### src/rtl/mult_operand_gate_ctrl.sv
// mult_operand_gate_ctrl: 2-entry operand FIFO feeding a clock-gated multiplier, suppressing repeated pairs
module mult_operand_gate_ctrl #(
  parameter int W     = 4,
  parameter int CNT_W = 16
) (
  input  logic             clk,
  input  logic             rst,
  input  logic             in_valid,
  output logic             in_ready,
  input  logic [W-1:0]     in_a,
  input  logic [W-1:0]     in_b,
  output logic             mul_en,
  output logic [W-1:0]     mul_a,
  output logic [W-1:0]     mul_b,
  output logic             res_valid,
  input  logic             stat_clr,
  output logic [CNT_W-1:0] stat_issue_cnt,
  output logic [CNT_W-1:0] stat_redund_cnt,
  output logic [CNT_W-1:0] stat_idle_cnt
);
  logic [W-1:0]     fa_q [2];
  logic [W-1:0]     fb_q [2];
  logic             wr_q, rd_q, wr_d, rd_d;
  logic [1:0]       cnt_q, cnt_d;
  logic             en_q, en_d, last_q, last_d, pv_q, rv_q;
  logic [W-1:0]     a_q, a_d, b_q, b_d;
  logic [CNT_W-1:0] issue_q, issue_d, redund_q, redund_d, idle_q, idle_d;
  logic             push, pop, redund, issue;
  logic [W-1:0]     h_a, h_b;

  function automatic logic [CNT_W-1:0] bump(input logic [CNT_W-1:0] c, input logic inc, input logic clr);
    return clr ? '0 : (inc && !(&c)) ? c + CNT_W'(1) : c;
  endfunction

  assign in_ready        = cnt_q < 2'd2;
  assign mul_en          = en_q;
  assign mul_a           = a_q;
  assign mul_b           = b_q;
  assign res_valid       = rv_q;
  assign stat_issue_cnt  = issue_q;
  assign stat_redund_cnt = redund_q;
  assign stat_idle_cnt   = idle_q;

  // Head-of-FIFO issue decision; mul_a/mul_b double as the last captured pair
  always_comb begin
    push     = in_valid && in_ready;
    pop      = cnt_q != 2'd0;
    h_a      = fa_q[rd_q];
    h_b      = fb_q[rd_q];
    redund   = pop && last_q && h_a == a_q && h_b == b_q;
    issue    = pop && !redund;
    wr_d     = push ? !wr_q : wr_q;
    rd_d     = pop ? !rd_q : rd_q;
    cnt_d    = cnt_q + {1'b0, push} - {1'b0, pop};
    en_d     = issue;
    a_d      = issue ? h_a : a_q;
    b_d      = issue ? h_b : b_q;
    last_d   = last_q | issue;
    issue_d  = bump(issue_q, issue, stat_clr);
    redund_d = bump(redund_q, redund, stat_clr);
    idle_d   = bump(idle_q, !pop, stat_clr);
  end

  // FIFO storage needs no reset: entries are only read once count says they are valid
  always_ff @(posedge clk) begin
    if (push) begin
      fa_q[wr_q] <= in_a;
      fb_q[wr_q] <= in_b;
    end
  end

  // Control state, issue registers, res_valid pipeline and counters
  always_ff @(posedge clk or negedge rst) begin
    if (!rst) begin
      wr_q     <= 1'b0;
      rd_q     <= 1'b0;
      cnt_q    <= 2'd0;
      en_q     <= 1'b0;
      a_q      <= '0;
      b_q      <= '0;
      last_q   <= 1'b0;
      pv_q     <= 1'b0;
      rv_q     <= 1'b0;
      issue_q  <= '0;
      redund_q <= '0;
      idle_q   <= '0;
    end else begin
      wr_q     <= wr_d;
      rd_q     <= rd_d;
      cnt_q    <= cnt_d;
      en_q     <= en_d;
      a_q      <= a_d;
      b_q      <= b_d;
      last_q   <= last_d;
      pv_q     <= pop;
      rv_q     <= pv_q;
      issue_q  <= issue_d;
      redund_q <= redund_d;
      idle_q   <= idle_d;
    end
  end
endmodule
### config.mk
export PLATFORM = sky130hd
export DESIGN_NAME = mult_operand_gate_ctrl
export DESIGN_NICKNAME = d
export VERILOG_FILES = /design/src/rtl/mult_operand_gate_ctrl.sv
export SDC_FILE = /design/constraint.sdc
export NUM_CORES = 1
export LEC_CHECK = 0
export ABC_AREA = 1
export CAP_MARGIN = 5
export CORE_MARGIN = 10
export CORE_UTILIZATION = 56
export CTS_BUF_LIST = sky130_fd_sc_hd__clkbuf_4
export DETAILED_ROUTE_END_ITERATION = 7
export PLACE_DENSITY = 0.9
export SETUP_SLACK_MARGIN = 0.4
export SLEW_MARGIN = 30
export SYNTH_ARGS = -nofsm -noshare
export SYNTH_HDL_FRONTEND = slang
export SYNTH_SLANG_ARGS = --single-unit
export TNS_END_PERCENT = 50
### constraint.sdc
create_clock -name clk -period 1.9 [get_ports clk]
set_input_delay 0.38 -clock clk [delete_from_list [all_inputs] [get_ports clk]]
set_output_delay 0.38 -clock clk [all_outputs]
set_load 0.01 [all_outputs]
## Yosys cells after proc, flatten, opt, wreduce, memory -nomap -nowiden

Memory sizes are Yosys's and may differ from the RTL's.
Index checks and enable logic that the tools add are counted.

- Register bits: 64
- Memory bits (writable): 16
- Output and inout port bits: 59
- Logic and storage cells: 53
- Memories: 2

Memories:

| memory | words | width | rd ports | clocked after memory_dff | wr ports | line | source |
|---|---|---|---|---|---|---|---|
| fa_q | 2 | 4 | 1 | 0 | 1 | 21 | `logic [W-1:0] fa_q [2];` |
| fb_q | 2 | 4 | 1 | 0 | 1 | 22 | `logic [W-1:0] fb_q [2];` |

- $add $sub $neg: 5
- Magnitude comparators: 1
- Eq/ne operators: 2
- Muxes and demuxes: 8
- Bitwise logic cells: 1
- Reduce and logical (&&, ||, !) cells: 22

Operators by type and width:

| cell | count |
|---|---|
| 16-bit two-way mux | 6 |
| 16-bit by 1-bit adder with 16-bit output (second input constant) | 3 |
| 16-bit AND reduction | 3 |
| 4-bit == test | 2 |
| 1-bit logical AND | 8 |
| 2-bit nonzero test | 4 |
| 1-bit zero test | 7 |
| 2-bit by 1-bit adder with 2-bit output | 1 |
| 2-bit less-than comparator (second input constant) | 1 |
| 1-bit two-way mux | 2 |
| 2-bit by 1-bit subtractor with 2-bit output | 1 |
| 1-bit OR | 1 |

## Depth between registers and ports, before layout

Gate-level depths: netlist of the first run.

- Depth after elaboration: 9
- Mapped depth: 13
- Gate-level depth less buffers: 12

## Worst setup path after synthesis of the first run

No wires, ideal clock.

- Path type: flip-flop to flip-flop
- Start point: reg issue_q[0], in the netlist stat_issue_cnt[0]
- End point: reg issue_q[11], in the netlist stat_issue_cnt[11]
- Arrival time: 1.634 ns
- Required time: 1.781 ns
- Path slack: 0.147 ns
- Cell stages (with the launch flop): 10
- Path buffers: 1
- Period minus slack after synthesis: 1.753 ns
- Cell sequence: dfrtp_1 -> ha_1 -> nand3_2 -> nor2_1 -> nand4_1 -> nor2_1 -> nand3_2 -> clkbuf_1 -> nand4_1 -> nand2_1

- Longest elaborated chain between the ends: 4
- Elaborated cells on any way between the ends: 7

RTL lines:

| element | line | source |
|---|---|---|
| start, declared | 27 | `logic [CNT_W-1:0] issue_q, issue_d, redund_q, redund_d, idle_q, idle_d;` |
| start signal, assigned | 97 | `issue_q <= issue_d;` |
| parallel branches: the longest is 4 deep, another holds 16-bit by 1-bit adder with 16-bit output | - |  |

Parallel ways; which one is timed is not known. The select of a mux whose other input is x is not followed.
A chain may end at the register's enable or synchronous reset.

## Worst setup path after layout of the first run

- Start point: reg issue_q[1], in the netlist stat_issue_cnt[1]
- End point: reg issue_q[11], in the netlist stat_issue_cnt[11]

The elaborated chain is that of the path after synthesis.

==> impl_table.tex, run 1 <==
\begin{tabular}{lr}
\hline
Metric & Value \\
\hline
\multicolumn{2}{l}{\textbf{Run status}} \\
\quad Result of the run & finished with violations \\
\quad Violations in the final reports & negative setup slack \\
\multicolumn{2}{l}{\textbf{Pwr}} \\
\quad Power consumption & 6.07 mW \\
\quad Power Density & 838 mW/mm\^{}2 \\
\quad Internal Dissipation & 3.59 mW \\
\quad Worst voltage drop across the vdd grid & 967 uV \\
\quad Switching fraction of total power & 40.9\% \\
\quad Combinational share of power & 47.1\% \\
\quad Clock Power Share & 18.3\% \\
\quad Static leakage & 4.04 nW \\
\quad Power dissipated by switching net loads & 2.48 mW \\
\quad Flop pwr share & 34.6\% \\
\multicolumn{2}{l}{\textbf{Clock tree}} \\
\quad Root Driver & sky130\_fd\_sc\_hd\_\_clkbuf\_4 \\
\quad Number of CTS-inserted buffers & 9 \\
\quad Largest buffer count on any clock path & 2 \\
\quad Number of clock sinks & 80 \\
\quad Clock tree from TritonCTS & yes \\
\quad Clock Pin Slew Worst Setup and Hold Paths & 0.16 ns \\
\quad Skew-Pair Late Insertion Delay & 0.47 ns \\
\quad H-tree depth & 3 \\
\multicolumn{2}{l}{\textbf{Hold path}} \\
\quad Worst hold path class & reg -> reg \\
\multicolumn{2}{l}{\textbf{Logic synthesis}} \\
\quad Sequential share of the synthesized area & 46.4\% \\
\quad Number of unique standard cell types used by synthesis & 33 \\
\quad Syn nets & 577 \\
\quad Top area cells in the synthesized netlist & sky130\_fd\_sc\_hd\_\_dfrtp\_1 (36\%), sky130\_fd\_sc\_hd\_\_nand2\_1 (11\%), sky130\_fd\_sc\_hd\_\_edfxtp\_1 (11\%) \\
\quad Avg Inst Size Synth & 7.98 um\^{}2 \\
\quad Async set or reset register ratio after synthesis & 80.0\% \\
\quad Most frequent cell after synthesis & sky130\_fd\_sc\_hd\_\_nand2\_1 \\
\quad Number of flip-flops and latches in the synthesized netlist & 80 \\
\quad Post-synthesis cell count & 562 \\
\quad Cell Area, Synth & 0.00449 mm\^{}2 \\
\quad Yosys top cell by area & sky130\_fd\_sc\_hd\_\_dfrtp\_1 \\
\quad Top flip-flop cell by instance count after synthesis & sky130\_fd\_sc\_hd\_\_dfrtp\_1 \\
\quad Fraction of post-synthesis cell area in the top cell type by area & 35.7\% \\
\quad Number of synthesized flops with an enable pin & 16 \\
\quad Commonest cells in the synthesized netlist & sky130\_fd\_sc\_hd\_\_nand2\_1 (129), sky130\_fd\_sc\_hd\_\_inv\_1 (74), sky130\_fd\_sc\_hd\_\_dfrtp\_1 (64) \\
\quad Number of warning messages in the yosys log & 0 \\
\multicolumn{2}{l}{\textbf{Place}} \\
\quad Post-place setup slack & -0.165 ns \\
\quad HPWL after DPL & 8560 um \\
\quad Last weighted congestion value of the routability-driven placer & 0.955 \\
\quad Port Buffer Count & 70 \\
\multicolumn{2}{l}{\textbf{Timing}} \\
\quad Total negative setup slack & -4.58 ns \\
\quad Post-layout worst setup margin & -0.266 ns \\
\quad Final-layout worst hold slack & 0.377 ns \\
\quad Post-route minimum period & 2.17 ns \\
\quad Worst clock skew on the final layout & 0.0213 ns \\
\quad Final critical-path share of the clock period & 114\% \\
\quad Maximum clock frequency & 0.462 GHz \\
\quad Number of setup violations in the final report & 44 \\
\quad Number of hold violations in the final report & 0 \\
\quad RSZ-0062 raised after global routing & true \\
\quad Transition time at the pin with the least slew margin & 0.643 ns \\
\quad Slew margin rel. & 56.8\% \\
\quad Final count of pins violating max slew & 0 \\
\multicolumn{2}{l}{\textbf{Critical path}} \\
\quad Type of the worst setup path & reg -> reg \\
\quad Slowest-stage cell, CP & sky130\_fd\_sc\_hd\_\_dfrtp\_1 \\
\quad Capturing element type of the critical path & flip-flop \\
\quad Cell chain of the critical path & buf\_4 > nand2\_1 > nor2\_1 > nand4\_1 > nor2\_1 > inv\_1 > nand2\_1 > nand2\_1 > inv\_1 > nand4\_1 > nand2\_1 \\
\quad Cell repeated most along the worst path & sky130\_fd\_sc\_hd\_\_nand2\_1 \\
\quad Required arrival time at the worst endpoint & 2.28 ns \\
\quad Largest fanout of any net on the critical path & 3 \\
\quad Crit path DAT & 2.55 ns \\
\quad Critical path's largest stage delay & 0.43 ns \\
\quad Kind of start point of the critical path & flip-flop \\
\multicolumn{2}{l}{\textbf{Detailed routing}} \\
\quad Total wire length & 22300 um \\
\quad Vias after detailed routing & 5825 \\
\quad Remaining antenna violation count & 0 \\
\quad Via density & 6.79 \\
\quad Average detailed-routed wire length per instance & 26.0 um \\
\quad Iteration-0 DRC Markers & 803 \\
\quad DRC errors left & 0 \\
\quad Initial DRT Pass Iterations & 7 \\
\multicolumn{2}{l}{\textbf{Layout}} \\
\quad Final Util & 93.2\% \\
\quad Layout cell share with drive strength beyond 1 & 42.5\% \\
\quad Area growth from synthesis to final layout & 61.3\% \\
\quad Antenna Diode Count & 0 \\
\quad Total number of nets in the final design & 766 \\
\multicolumn{2}{l}{\textbf{GRT}} \\
\quad Pin count of the biggest net entering global routing & 65 \\
\quad Initial antenna violation count & 0 \\
\quad Global-route wire length before repair & 24600 um \\
\quad Total global-route track usage & 25.9\% \\
\quad Overflow after GRT & 0 \\
\quad Vias in the first global route & 4903 \\
\multicolumn{2}{l}{\textbf{Floorplan}} \\
\quad Die Y-Extent & 110 um \\
\quad Total core area & 0.00777 mm\^{}2 \\
\quad Number of standard-cell rows in the floorplan & 32 \\
\quad Initial core utilization & 57.7\% \\
\quad Horizontal die dimension & 110 um \\
\quad Ports & 71 \\
\quad Area of the die & 0.0120 mm\^{}2 \\
\multicolumn{2}{l}{\textbf{Flow run}} \\
\quad Maximum Capacitance Violations & 0 \\
\hline
\end{tabular}
==> what timing repair did <==
| action | CTS | global route |
|---|---|---|
| pin swaps | 34 | 44 |
| resized for setup | 131 | 198 |
| hold endpoints to repair | 64 | 0 |
| setup buffers | 45 | 29 |
| cloned | 5 | 3 |
| hold buffers | 1 | 0 |
| setup endpoints to repair | 117 | 116 |
==> layout by cell type, fill, tap and decap left out, drive strengths merged, types with 22 or more instances in the layout <==
master and n:
nand2 136, buf 132, inv 76, nand3 73, dfrtp 64, nor2 57
nand4 37, dlymetal6s2s 34, xor2 24, o21ai 23, clkbuf 22
==> sequential cells by signal, summed over array words and instances, names as in the netlist <==
| signal | flops |
|---|---|
| stat_issue_cnt | 16 |
| stat_idle_cnt | 16 |
| rd_q | 1 |
| last_q | 1 |
| mul_b | 4 |
| mul_a | 4 |
| fa_q | 8 |
| fb_q | 8 |
| wr_q | 1 |
| stat_redund_cnt | 16 |
| res_valid | 1 |
| mul_en | 1 |
| pv_q | 1 |
| cnt_q | 2 |
==> metal layers <==
metal / share of wire [%] / GRT usage (%)
met5: 0 / 0
met4: 11 / 14.1
met3: 11 / 4.92
met2: 46 / 45.7
met1: 32 / 28.7
==> final cells by class <==
class / instances / area (um^2)
multi-input combinational: 390 / 2730
timing repair buffer: 192 / 1830
tap: 102 / 128
clock buffer: 9 / 67.6
inverter: 78 / 308
fill: 251 / 531
clock inverter: 7 / 71.3
sequential: 80 / 2100
==> power groups by stage <==
stage          registers (mW)  clock network, mW  logic (mW)
6_report                 2.10               1.11        2.86
5_1_grt                  2.10               1.15        2.95
4_1_cts                  2.03               1.04        2.07
3_5_place_dp             2.07                  0        1.59
3_3_place_gp             2.07                  0        1.52
2_1_floorplan            2.10                  0       0.774
==> worst paths after layout <==
| kind | from | end | cells after the start | slack, ns |
|---|---|---|---|---|
| min reg2reg | pv_q | res_valid | 0 | 0.38 |
| min | pv_q | res_valid | 0 | 0.38 |
| max in group asynchronous | rst | stat_issue_cnt[2] | 3 | 1.09 |
| max reg2reg | stat_issue_cnt[1] | stat_issue_cnt[11] | 11 | -0.27 |
| max | stat_issue_cnt[1] | stat_issue_cnt[11] | 11 | -0.27 |
| min in group asynchronous | rst | stat_idle_cnt[6] | 3 | 0.47 |
==> cell families after synthesis <==
group                      synth area share, %
DFF                                       46.4
xor gates and xnor gates                  5.27
AOI/OAI and AO/OA                         4.24
and+or+nand+nor                           33.8
adders and majority gates                0.837
buffers and inverters                     9.40
==> metrics by stage <==
stage / cell area [um^2] / instances
floorplan: 4610 / 562
global route: 7240 / 858
finish: 7240 / 858
CTS: 6430 / 826
global placement: 5650 / 759
detailed placement: 5650 / 759
==> critical path, delay by kind of cell (launching register included) <==
kind | cells | cell delay (ns)
buf+inv | 3 | 0.37
simple gates | 8 | 1.29
flops | 1 | 0.43
No activity file was read; power rests on OpenSTA's default activity.
==> run 2, diff against run 1 <==
ABC_AREA = 0   (was 1)
CORE_UTILIZATION = 54   (was 56)
PLACE_DENSITY = 0.89   (was 0.9)
==> run 2 against run 1 <==
  * The flow still finishes with violations (negative setup slack)
  * Maximum frequency down 11%
  * Clock-buffer cell count grew 2
  * Clock skew is 0.0045 ns lower
  * Global-route usage fell by 7.2 points
  * Non-clock buffer count fell by 40
  * Synthesized cell count shrank 36%
  * Sequential cell count is the same
  * Via count down 35%
  * Final area fell by 21%
  * Synthesized area down 16%
  * Critical path type unchanged
  * Critical endpoint is now stat_redund_cnt[5]
  * Highest routed layer unchanged
==> impl_table.tex, run 2 <==
\begin{tabular}{lr}
\hline
Metric & Value \\
\hline
\multicolumn{2}{l}{\textbf{GRT}} \\
\quad Initial antenna violation count & 0 (unchanged) \\
\quad Routing usage on met2 & 33.5\% (-12 points) \\
\quad Pin count of the biggest net entering global routing & 65 (unchanged) \\
\quad Global routing met3 resource utilization & 3.97\% (-0.95 points) \\
\quad Overflow after GRT & 0 (unchanged) \\
\quad GRT Max-Usage Layer & met2 \\
\quad Vias in the first global route & 3494 (-29\%) \\
\quad Total global-route track usage & 18.7\% (-7.2 points) \\
\quad Global-route wire length before repair & 16700 um (-32\%) \\
\quad Met1 demand-to-capacity share in global routing & 20.9\% (-7.8 points) \\
\multicolumn{2}{l}{\textbf{Logic synthesis}} \\
\quad Number of synthesized flops with an enable pin & 16 (unchanged) \\
\quad Number of warning messages in the yosys log & 0 (unchanged) \\
\quad Sequential share of the synthesized area & 54.9\% (+8.5 points) \\
\quad Most frequent cell after synthesis & sky130\_fd\_sc\_hd\_\_dfrtp\_1 \\
\quad Commonest cells in the synthesized netlist & sky130\_fd\_sc\_hd\_\_dfrtp\_1 (64), sky130\_fd\_sc\_hd\_\_nor2\_1 (30), sky130\_fd\_sc\_hd\_\_a21oi\_1 (29) \\
\quad Number of unique standard cell types used by synthesis & 40 (+21\%) \\
\quad Async set or reset register ratio after synthesis & 80.0\% (unchanged) \\
\quad Top area cells in the synthesized netlist & sky130\_fd\_sc\_hd\_\_dfrtp\_1 (42\%), sky130\_fd\_sc\_hd\_\_edfxtp\_1 (13\%), sky130\_fd\_sc\_hd\_\_xnor2\_1 (3.9\%) \\
\quad Fraction of post-synthesis cell area in the top cell type by area & 42.3\% (+6.6 points) \\
\quad Cell Area, Synth & 0.00379 mm\^{}2 (-16\%) \\
\quad Post-synthesis cell count & 361 (-36\%) \\
\quad Syn nets & 376 (-35\%) \\
\quad Avg Inst Size Synth & 10.5 um\^{}2 (+32\%) \\
\quad Top flip-flop cell by instance count after synthesis & sky130\_fd\_sc\_hd\_\_dfrtp\_1 \\
\quad Number of flip-flops and latches in the synthesized netlist & 80 (unchanged) \\
\quad Yosys top cell by area & sky130\_fd\_sc\_hd\_\_dfrtp\_1 \\
\multicolumn{2}{l}{\textbf{Clock tree}} \\
\quad H-tree depth & 3 (unchanged) \\
\quad Root Driver & sky130\_fd\_sc\_hd\_\_clkbuf\_4 \\
\quad Clock Pin Slew Worst Setup and Hold Paths & 0.14 ns (-0.02 ns) \\
\quad Number of clock sinks & 80 (unchanged) \\
\quad Number of CTS-inserted buffers & 9 (unchanged) \\
\quad Largest buffer count on any clock path & 2 (unchanged) \\
\quad Clock tree from TritonCTS & yes \\
\quad Skew-Pair Late Insertion Delay & 0.45 ns (-0.02 ns) \\
\multicolumn{2}{l}{\textbf{Timing}} \\
\quad Number of hold violations in the final report & 0 (unchanged) \\
\quad Post-route minimum period & 2.44 ns (+0.272 ns) \\
\quad Final count of pins violating max slew & 0 (unchanged) \\
\quad Transition time at the pin with the least slew margin & 0.408 ns (-0.235 ns) \\
\quad Number of setup violations in the final report & 43 (-2.3\%) \\
\quad RSZ-0062 raised after global routing & true \\
\quad Post-layout worst setup margin & -0.538 ns (-0.272 ns) \\
\quad Maximum clock frequency & 0.410 GHz (-11\%) \\
\quad Final-layout worst hold slack & 0.382 ns (+0.00526 ns) \\
\quad Final critical-path share of the clock period & 128\% (+14 points) \\
\quad Total negative setup slack & -14.09 ns (-9.51 ns) \\
\quad Worst clock skew on the final layout & 0.0167 ns (-0.00454 ns) \\
\quad Slew margin rel. & 72.7\% (+16 points) \\
\multicolumn{2}{l}{\textbf{Detailed routing}} \\
\quad Total wire length & 12800 um (-43\%) \\
\quad Via density & 6.22 (-8.3\%) \\
\quad Initial DRT Pass Iterations & 5 (-2) \\
\quad Vias after detailed routing & 3791 (-35\%) \\
\quad Remaining antenna violation count & 0 (unchanged) \\
\quad DRC errors left & 0 (unchanged) \\
\quad Iteration-0 DRC Markers & 355 (-56\%) \\
\quad Average detailed-routed wire length per instance & 21.1 um (-19\%) \\
\multicolumn{2}{l}{\textbf{Run status}} \\
\quad Violations in the final reports & negative setup slack \\
\quad Result of the run & finished with violations \\
\multicolumn{2}{l}{\textbf{Floorplan}} \\
\quad Area of the die & 0.0108 mm\^{}2 (-10\%) \\
\quad Number of standard-cell rows in the floorplan & 30 (-6.3\%) \\
\quad Die Y-Extent & 104 um (-5.2\%) \\
\quad Initial core utilization & 55.8\% (-2.0 points) \\
\quad Ports & 71 (unchanged) \\
\quad Horizontal die dimension & 104 um (-5.2\%) \\
\quad Total core area & 0.00679 mm\^{}2 (-13\%) \\
\multicolumn{2}{l}{\textbf{Critical path}} \\
\quad Capturing element type of the critical path & flip-flop \\
\quad Number of cells traversed by the worst register-to-register path & 8 (-3) \\
\quad Type of the worst setup path & reg -> reg \\
\quad Required arrival time at the worst endpoint & 2.28 ns (about the same) \\
\quad Worst flop-to-flop path endpoint & stat\_redund\_cnt[5] \\
\quad Kind of start point of the critical path & flip-flop \\
\quad Reg-to-reg startpoint & rd\_q \\
\quad R2r setup slk & -0.54 ns (-0.27 ns) \\
\quad Largest fanout of any net on the critical path & 14 (+11) \\
\quad Crit path DAT & 2.81 ns (+0.26 ns) \\
\multicolumn{2}{l}{\textbf{Layout}} \\
\quad Final Util & 84.3\% (-8.9 points) \\
\quad Layout cell share with drive strength beyond 1 & 40.7\% (-1.7 points) \\
\quad Most common cell after layout, fill and taps aside & sky130\_fd\_sc\_hd\_\_buf\_6 \\
\quad Commonest cells after routing, fill and taps aside & sky130\_fd\_sc\_hd\_\_buf\_6 (63), sky130\_fd\_sc\_hd\_\_dfrtp\_1 (60), sky130\_fd\_sc\_hd\_\_buf\_4 (38) \\
\quad Antenna Diode Count & 0 (unchanged) \\
\quad Fill cell instance count of the final layout & 319 (+27\%) \\
\quad Area growth from synthesis to final layout & 51.1\% \\
\quad Total number of nets in the final design & 523 (-32\%) \\
\multicolumn{2}{l}{\textbf{Place}} \\
\quad HPWL after DPL & 6970 um (-18\%) \\
\quad Port Buffer Count & 70 (unchanged) \\
\quad Post-place setup slack & -0.362 ns (-0.197 ns) \\
\quad Last weighted congestion value of the routability-driven placer & 0.805 (-16\%) \\
\multicolumn{2}{l}{\textbf{Flow run}} \\
\quad Maximum Capacitance Violations & 0 (unchanged) \\
\multicolumn{2}{l}{\textbf{Pwr}} \\
\quad Static leakage & 2.49 nW (-38\%) \\
\quad Power consumption & 4.12 mW (-32\%) \\
\quad Power Density & 719 mW/mm\^{}2 (-14\%) \\
\quad Worst voltage drop across the vdd grid & 955 uV (-1.3\%) \\
\multicolumn{2}{l}{\textbf{Hold path}} \\
\quad Worst hold path class & reg -> reg \\
\quad Hold path endpoint & res\_valid \\
\quad Number of stages on the worst hold path & 0 (unchanged) \\
\quad Hold Path Origin & pv\_q \\
\hline
\end{tabular}
[run 2: how the worst max path moves through the flow]
| stage | start | to | slack, ns | cells after the start |
|---|---|---|---|---|
| CTS | rd_q | stat_redund_cnt[6] | -0.38 | 8 |
| floorplan | rd_q | stat_issue_cnt[7] | -0.11 | 8 |
| finish | rd_q | stat_redund_cnt[5] | -0.54 | 8 |
| global placement | rd_q | stat_redund_cnt[6] | -0.28 | 8 |
| detailed placement | rd_q | stat_redund_cnt[6] | -0.36 | 8 |
| global route | rd_q | stat_redund_cnt[5] | -0.70 | 8 |
[run 2: per-layer routing]
metal,part of all wire [%],wire (um)
met1,36,4640
met2,52,6710
met3,6.5,835
met4,5.1,655
met5,0,0
[run 2: repair_timing]
item	in CTS	in global routing
hold endpoints to repair	64	0
setup endpoints to repair	115	107
cloned	0	1
setup buffers	12	17
gates resized for setup	222	121
hold buffers	1	0
pin swaps	13	27
[run 2: report_power, final]
part	switching (mW)	leakage [nW]	internal (mW)
Combinational	0.527	1.41	0.495
Clock	0.616	0.0757	0.419
Sequential	0.142	1.00	1.92
[run 2: layout make-up]
cell class / instances / area, um^2 / share of cell area, %
clock inverters: 5 / 47.5 / 0.830
flip-flops and latches: 80 / 2090 / 36.4
well taps: 96 / 120 / 2.10
multi-input cells: 258 / 1910 / 33.4
repair buffers: 152 / 1450 / 25.3
clock buffers: 11 / 82.6 / 1.44
inverters: 7 / 28.8 / 0.502
[run 2: cell families (layout without fill, tap and decap cells)]
| logic type | after synthesis | in the layout | share of synthesized area, % |
|---|---|---|---|
| adders and majority gates | 3 | 3 | 0.991 |
| muxes | 14 | 14 | 3.90 |
| AOI/OAI and AO/OA | 76 | 76 | 11.7 |
| and+or+nand+nor | 142 | 142 | 20.4 |
| buffers and inverters | 23 | 175 | 2.74 |
| xor gates and xnor gates | 23 | 23 | 5.32 |
| DFF | 80 | 80 | 54.9 |
[run 2: worst max-delay path, cell delays in order, from the launching register on]
cell	delay, ns
sky130_fd_sc_hd__dfrtp_1	0.40
sky130_fd_sc_hd__buf_12	0.16
sky130_fd_sc_hd__mux2i_4	0.27
sky130_fd_sc_hd__xnor2_2	0.11
sky130_fd_sc_hd__nor4_2	0.39
sky130_fd_sc_hd__nand4_1	0.23
sky130_fd_sc_hd__buf_6	0.20
sky130_fd_sc_hd__or4_1	0.46
sky130_fd_sc_hd__a21oi_2	0.14
[run 2: stage by stage]
step | cells | instance area, um^2
6_report | 609 | 5730
3_3_place_gp | 562 | 5000
3_5_place_dp | 562 | 5000
5_1_grt | 609 | 5730
2_1_floorplan | 361 | 3830
4_1_cts | 591 | 5240
==> run 3, diff against run 2 <==
CTS_CLUSTER_DIAMETER = 100   (was unset)
CTS_CLUSTER_SIZE = 28   (was unset)
==> results of run 3 <==
No change in the layout: final DEF, timing and power equal those of run 2.
